`src/rtl/uart_tx_sched.sv`:
```
// Round-robin scheduler that feeds one byte at a time from four requesters
// into a single UART transmitter, with a busy-handshake timeout.
module uart_tx_sched #(
    parameter int NREQ         = 4,
    parameter int BUSY_TIMEOUT = 4
) (
    input  logic              clk,
    input  logic              rst,
    input  logic              en,
    input  logic [NREQ-1:0]   req,
    input  logic [8*NREQ-1:0] req_data,
    output logic [NREQ-1:0]   ack,
    output logic              uart_start,
    output logic [7:0]        uart_data,
    input  logic              uart_busy,
    output logic [1:0]        grant_id,
    output logic              active,
    output logic              err_timeout,
    output logic [15:0]       tx_count
);

    localparam int TW = (BUSY_TIMEOUT > 1) ? $clog2(BUSY_TIMEOUT) : 1;
    localparam logic [TW-1:0] TO_LAST = TW'(BUSY_TIMEOUT - 1);

    typedef enum logic [1:0] {
        IDLE,
        LAUNCH,
        WAIT_BUSY,
        WAIT_DONE
    } state_t;

    state_t          state;
    logic [1:0]      rr_ptr;
    logic [TW-1:0]   to_cnt;
    logic [1:0]      sel_idx;
    logic            sel_valid;

    // Walk the ring from the far end back toward rr_ptr so the nearest set bit wins.
    always_comb begin
        sel_idx   = 2'd0;
        sel_valid = 1'b0;
        for (int k = NREQ - 1; k >= 0; k--) begin
            if (req[rr_ptr + 2'(k)]) begin
                sel_idx   = rr_ptr + 2'(k);
                sel_valid = 1'b1;
            end
        end
    end

    always_ff @(posedge clk) begin
        if (rst) begin
            state       <= IDLE;
            rr_ptr      <= 2'd0;
            to_cnt      <= '0;
            ack         <= '0;
            uart_start  <= 1'b0;
            uart_data   <= 8'd0;
            grant_id    <= 2'd0;
            active      <= 1'b0;
            err_timeout <= 1'b0;
            tx_count    <= 16'd0;
        end else begin
            ack        <= '0;
            uart_start <= 1'b0;
            unique case (state)
                IDLE: begin
                    if (en && !uart_busy && sel_valid) begin
                        rr_ptr         <= sel_idx + 2'd1;
                        grant_id       <= sel_idx;
                        uart_data      <= req_data[8*sel_idx +: 8];
                        ack[sel_idx]   <= 1'b1;
                        uart_start     <= 1'b1;
                        tx_count       <= tx_count + 16'd1;
                        active         <= 1'b1;
                        state          <= LAUNCH;
                    end
                end
                LAUNCH: begin
                    to_cnt <= '0;
                    state  <= WAIT_BUSY;
                end
                WAIT_BUSY: begin
                    if (uart_busy) begin
                        state <= WAIT_DONE;
                    end else if (to_cnt == TO_LAST) begin
                        // The transmitter never acknowledged; give up on this frame.
                        err_timeout <= 1'b1;
                        active      <= 1'b0;
                        state       <= IDLE;
                    end else begin
                        to_cnt <= to_cnt + 1'b1;
                    end
                end
                WAIT_DONE: begin
                    if (!uart_busy) begin
                        active <= 1'b0;
                        state  <= IDLE;
                    end
                end
                default: state <= IDLE;
            endcase
        end
    end

endmodule

```
`config.mk`:
```
export PLATFORM = sky130hd
export DESIGN_NAME = uart_tx_sched
export DESIGN_NICKNAME = d
export VERILOG_FILES = /design/src/rtl/uart_tx_sched.sv
export SDC_FILE = /design/constraint.sdc
export NUM_CORES = 1
export LEC_CHECK = 0
export BUFFER_PORTS_ARGS = -buffer_cell sky130_fd_sc_hd__buf_4
export CORE_MARGIN = 8
export CORE_UTILIZATION = 30
export CTS_CLUSTER_SIZE = 25
export DETAILED_ROUTE_END_ITERATION = 8
export GPL_ROUTABILITY_DRIVEN = 0
export PLACE_DENSITY = 0.62
export SLEW_MARGIN = 40
export SYNTH_ARGS = -nofsm -noshare
export SYNTH_HDL_FRONTEND = slang
export SYNTH_SLANG_ARGS = --single-unit
```
`constraint.sdc`:
```
create_clock -name clk -period 4.9 [get_ports clk]
set_input_delay 0.98 -clock clk [delete_from_list [all_inputs] [get_ports clk]]
set_output_delay 0.98 -clock clk [all_outputs]
set_load 0.1 [all_outputs]
```
==> metrics.txt <==
# TYPE chip_impl_metric gauge
chip_impl_info{name="run_status",value="completed"} 1
chip_impl_metric{name="drive_gt1_share",unit="%"} 33.2
chip_impl_metric{name="drtIter0Drc",unit=""} 31
chip_impl_info{name="ys_top_cells_by_count",value="sky130_fd_sc_hd__dfxtp_1, sky130_fd_sc_hd__nor2_1, sky130_fd_sc_hd__nand2_1, sky130_fd_sc_hd__mux2i_1, sky130_fd_sc_hd__a21oi_1"} 1
chip_impl_metric{name="max-vdd-ir-drop",unit="mV"} 0.144
chip_impl_metric{name="yosysTopAreaCellShare",unit="%"} 39.6
chip_impl_metric{name="fraction_of_power_spent_switching_nets",unit="%"} 29.7
chip_impl_metric{name="max_clock_freq",unit="MHz"} 429
chip_impl_info{name="setup.worst_path.start_class",value="primary input"} 1
chip_impl_info{name="rsz_0062_raised_after_global_routing",value="false"} 1
chip_impl_metric{name="met2WireLength",unit="microns"} 2530
chip_impl_metric{name="number_of_flops_mapped_to_enable_cells_by_yosys",unit=""} 0
chip_impl_metric{name="combPwrFrac",unit="%"} 22.2
chip_impl_metric{name="synthesis.instances",unit=""} 217
chip_impl_metric{name="dp.cells",unit=""} 358
chip_impl_metric{name="slew_violations",unit=""} 0
chip_impl_metric{name="cp_data_required_time",unit="ns"} 5.09
chip_impl_metric{name="netSwitchingPower",unit="uW"} 234
chip_impl_metric{name="cts_made_buffers",unit=""} 5
chip_impl_metric{name="synth_fp_nets",unit=""} 263
chip_impl_metric{name="clk_pin_slew_worst_paths",unit="ns"} 0.08
chip_impl_info{name="synth_top_flop_cell",value="sky130_fd_sc_hd__dfxtp_1"} 1
chip_impl_metric{name="grt_start_max_net_pins",unit=""} 40
chip_impl_info{name="critical_path.endpoint_type",value="flop"} 1
chip_impl_metric{name="num_antenna_cells",unit=""} 0
chip_impl_metric{name="drcViolationCount",unit=""} 0
chip_impl_metric{name="wirelength",unit="microns"} 5050
chip_impl_info{name="main_area_contributors_after_synthesis",value="sky130_fd_sc_hd__dfxtp_1, sky130_fd_sc_hd__mux2i_1, sky130_fd_sc_hd__nor2_1"} 1
chip_impl_info{name="clockRootBuffer",value="sky130_fd_sc_hd__clkbuf_8"} 1
chip_impl_metric{name="initial_core_utilization",unit="%"} 31.1
chip_impl_metric{name="yosys_reg_bits",unit=""} 39
chip_impl_info{name="synth_most_common_cell",value="sky130_fd_sc_hd__dfxtp_1"} 1
chip_impl_metric{name="layout_worst_path_cycle_share",unit="%"} 47.5
chip_impl_metric{name="synth_sequential_area_ratio",unit="%"} 39.6
chip_impl_metric{name="synthesis.area_per_instance",unit="sq um"} 9.09
chip_impl_metric{name="antenna_violating_nets_post_route",unit=""} 0
chip_impl_metric{name="cts.sink_count",unit=""} 39
chip_impl_info{name="min-delay-path-class",value="flop to flop"} 1
chip_impl_metric{name="postPlaceCellArea",unit="sq um"} 2570
chip_impl_metric{name="firstDrtPassIters",unit=""} 4
chip_impl_metric{name="post-route-min-period",unit="ns"} 2.33
chip_impl_metric{name="num-nets-final",unit=""} 334
chip_impl_metric{name="timing.clock.skew",unit="ns"} 0.00902
chip_impl_info{name="cts_tree",value="done"} 1
chip_impl_metric{name="fp-row-count",unit=""} 29
chip_impl_metric{name="transition_time_at_the_pin_with_the_least_slew_margin",unit="ns"} 0.450
chip_impl_metric{name="holdBufCountCts",unit=""} 0
chip_impl_metric{name="syn-cell-area",unit="sq um"} 1970
chip_impl_metric{name="die_w",unit="microns"} 97.1
chip_impl_metric{name="stdcell_count",unit=""} 366
chip_impl_metric{name="critPathArrivalTime",unit="ns"} 2.52
chip_impl_metric{name="detailedPlace.worstSlack",unit="ns"} 2.25
chip_impl_metric{name="yosys_warnings",unit=""} 0
chip_impl_metric{name="core",unit="sq um"} 6350
chip_impl_metric{name="sum_of_routed_wire_segments_on_met1",unit="microns"} 2170
chip_impl_info{name="worstSetupPathType",value="primary input to flop"} 1
chip_impl_metric{name="die_area",unit="sq um"} 9420
chip_impl_metric{name="static-leakage-power",unit="nW"} 1.11
chip_impl_metric{name="critical_path.max_fanout",unit=""} 13
chip_impl_metric{name="number_of_input_and_output_port_buffers_inserted",unit=""} 72
chip_impl_metric{name="finalSetupViolations",unit=""} 0
chip_impl_metric{name="post-dp-hpwl",unit="microns"} 3820
chip_impl_metric{name="power.total",unit="uW"} 788
chip_impl_info{name="synth_top_area_cell",value="sky130_fd_sc_hd__dfxtp_1"} 1
chip_impl_metric{name="vias_per_cell",unit=""} 4.78
chip_impl_metric{name="setup-tns-final",unit="ns"} 0
chip_impl_metric{name="finalHoldViolations",unit=""} 0
chip_impl_metric{name="routed_wire_length_per_instance",unit="microns"} 13.8
chip_impl_metric{name="slew_headroom",unit="%"} 69.9
chip_impl_metric{name="layout.filler_cells",unit=""} 654
chip_impl_metric{name="clkPwrFrac",unit="%"} 34.9
chip_impl_metric{name="detailroute.wirelength.met3",unit="microns"} 308
chip_impl_metric{name="cts.repair.resized",unit=""} 0
chip_impl_metric{name="synthArstFlopShare",unit="%"} 0
chip_impl_metric{name="worstSkewPairLatency",unit="ns"} 0.29
chip_impl_info{name="highest-signal-layer",value="met4"} 1
chip_impl_metric{name="relative_contribution_of_sequential_cells_to_total_power",unit="%"} 42.9
chip_impl_metric{name="grt_pass1_wl",unit="microns"} 8490
chip_impl_metric{name="clk_path_buf_depth",unit=""} 2
chip_impl_metric{name="die_y",unit="microns"} 97.1
chip_impl_metric{name="reg2regPathDepth",unit=""} 5
chip_impl_metric{name="first_global_vias",unit=""} 1780
chip_impl_metric{name="timing.hold.worst_path_depth",unit=""} 2
chip_impl_metric{name="syn2layout_area_growth",unit="%"} 36.2
chip_impl_metric{name="postCtsSetupRepairBufs",unit=""} 0
chip_impl_metric{name="powerDensity",unit="nW/um^2"} 293
chip_impl_metric{name="timing.final.ws_setup",unit="ns"} 2.57
chip_impl_metric{name="power.internal",unit="uW"} 554
chip_impl_metric{name="grt_antenna_before_repair",unit=""} 0
chip_impl_metric{name="routed-via-count",unit=""} 1751
chip_impl_metric{name="overflow_after_grt",unit=""} 0
chip_impl_metric{name="floorplan.io_pins",unit=""} 73
chip_impl_metric{name="timing.max_cap.violations",unit=""} 0
chip_impl_metric{name="yosysUniqueCellTypes",unit=""} 43
chip_impl_metric{name="cts_htree_levels",unit=""} 2
chip_impl_metric{name="post-route-cell-area",unit="sq um"} 2690
chip_impl_metric{name="groute.usage.overall",unit="%"} 10.6
[metrics by stage]
| stage | util [%] | hold slack, ns |
|---|---|---|
| 6_report | 42.3 | 0.474 |
| 5_1_grt | 42.3 | 0.489 |
| 4_1_cts | 42.3 | 0.475 |
| 3_5_place_dp | 40.5 | 0.463 |
| 3_3_place_gp | 40.5 | 0.456 |
| 2_1_floorplan | - | 0.481 |
[state kept, by name, indices dropped and copies added, names as in the netlist, 2 cells and up]
signal / cells
ack: 4
grant_id: 2
rr_ptr: 2
state: 2
to_cnt: 2
tx_count: 16
uart_data: 8
[path summary, 6_finish.rpt]
path / slack, ns / start / to
worst max-delay path: 2.57 / uart_busy / tx_count[14]$_SDFFE_PP0P_
worst min register to register: 0.47 / grant_id[0]$_SDFFE_PP0P_ / grant_id[0]$_SDFFE_PP0P_
worst min-delay path: 0.47 / grant_id[0]$_SDFFE_PP0P_ / grant_id[0]$_SDFFE_PP0P_
worst max register to register: 2.96 / state[0]$_SDFFE_PP0P_ / tx_count[14]$_SDFFE_PP0P_
[placed cells by master (no fill, tap or decap), types with 2 or more instances in the layout]
cell / count
sky130_fd_sc_hd__buf_4: 73
sky130_fd_sc_hd__dfxtp_1: 39
sky130_fd_sc_hd__nor2_1: 26
sky130_fd_sc_hd__nand2_1: 20
sky130_fd_sc_hd__mux2i_1: 17
sky130_fd_sc_hd__a21oi_1: 14
sky130_fd_sc_hd__nand3b_1: 9
sky130_fd_sc_hd__xnor2_1: 9
sky130_fd_sc_hd__o221ai_1: 8
sky130_fd_sc_hd__inv_1: 7
sky130_fd_sc_hd__nor3_1: 6
sky130_fd_sc_hd__ha_1: 6
sky130_fd_sc_hd__clkbuf_8: 6
sky130_fd_sc_hd__nor3_2: 4
sky130_fd_sc_hd__nand3_1: 4
sky130_fd_sc_hd__and2_1: 4
sky130_fd_sc_hd__o21ai_1: 3
sky130_fd_sc_hd__nor3b_1: 2
sky130_fd_sc_hd__and4_1: 2
sky130_fd_sc_hd__nor4_1: 2
sky130_fd_sc_hd__nor4_2: 2
sky130_fd_sc_hd__nand2b_1: 2
sky130_fd_sc_hd__and3_1: 2
sky130_fd_sc_hd__nand4_1: 2
[critical path: stages]
cell and delay, ns:
sky130_fd_sc_hd__buf_4 0.14, sky130_fd_sc_hd__nor3b_4 0.26, sky130_fd_sc_hd__nand4_2 0.42, sky130_fd_sc_hd__nor4_1 0.47
sky130_fd_sc_hd__nor3b_1 0.09, sky130_fd_sc_hd__a21o_1 0.16
[metal layers]
layer	track usage [%]	up-vias
li1	-	905
met1	11.9	809
met2	18.0	32
met3	3.91	5
met4	3.55	0
met5	0	-
[cells by family after synthesis]
logic type               synth area share (%)
buffers and inverters                    4.25
multiplexers                             9.20
adder cells (fa/ha/maj)                  3.81
XOR/XNOR                                 4.44
AND/OR/NAND/NOR                          28.5
flip-flops                               39.6
AO/OA/AOI/OAI                            10.2
[layout make-up]
| cell class | count | area [sq um] | share of cell area [%] |
|---|---|---|---|
| Multi-Input combinational cell | 161 | 1110 | 41.5 |
| Sequential cell | 39 | 781 | 29.1 |
| Tap cell | 77 | 96.3 | 3.59 |
| Clock buffer | 6 | 82.6 | 3.07 |
| Timing Repair Buffer | 73 | 548 | 20.4 |
| Clock inverter | 2 | 35.0 | 1.30 |
| Inverter | 8 | 30.0 | 1.12 |
[power by group through the flow]
| stage | clock network, mW | registers (mW) | logic (mW) |
|---|---|---|---|
| finish | 0.275 | 0.338 | 0.175 |
| global route | 0.300 | 0.340 | 0.187 |
| global placement | 0 | 0.346 | 0.176 |
| detailed placement | 0 | 0.346 | 0.177 |
| floorplan | 0 | 0.409 | 0.0610 |
| CTS | 0.288 | 0.338 | 0.177 |
No activity file was read; power rests on OpenSTA's default activity.
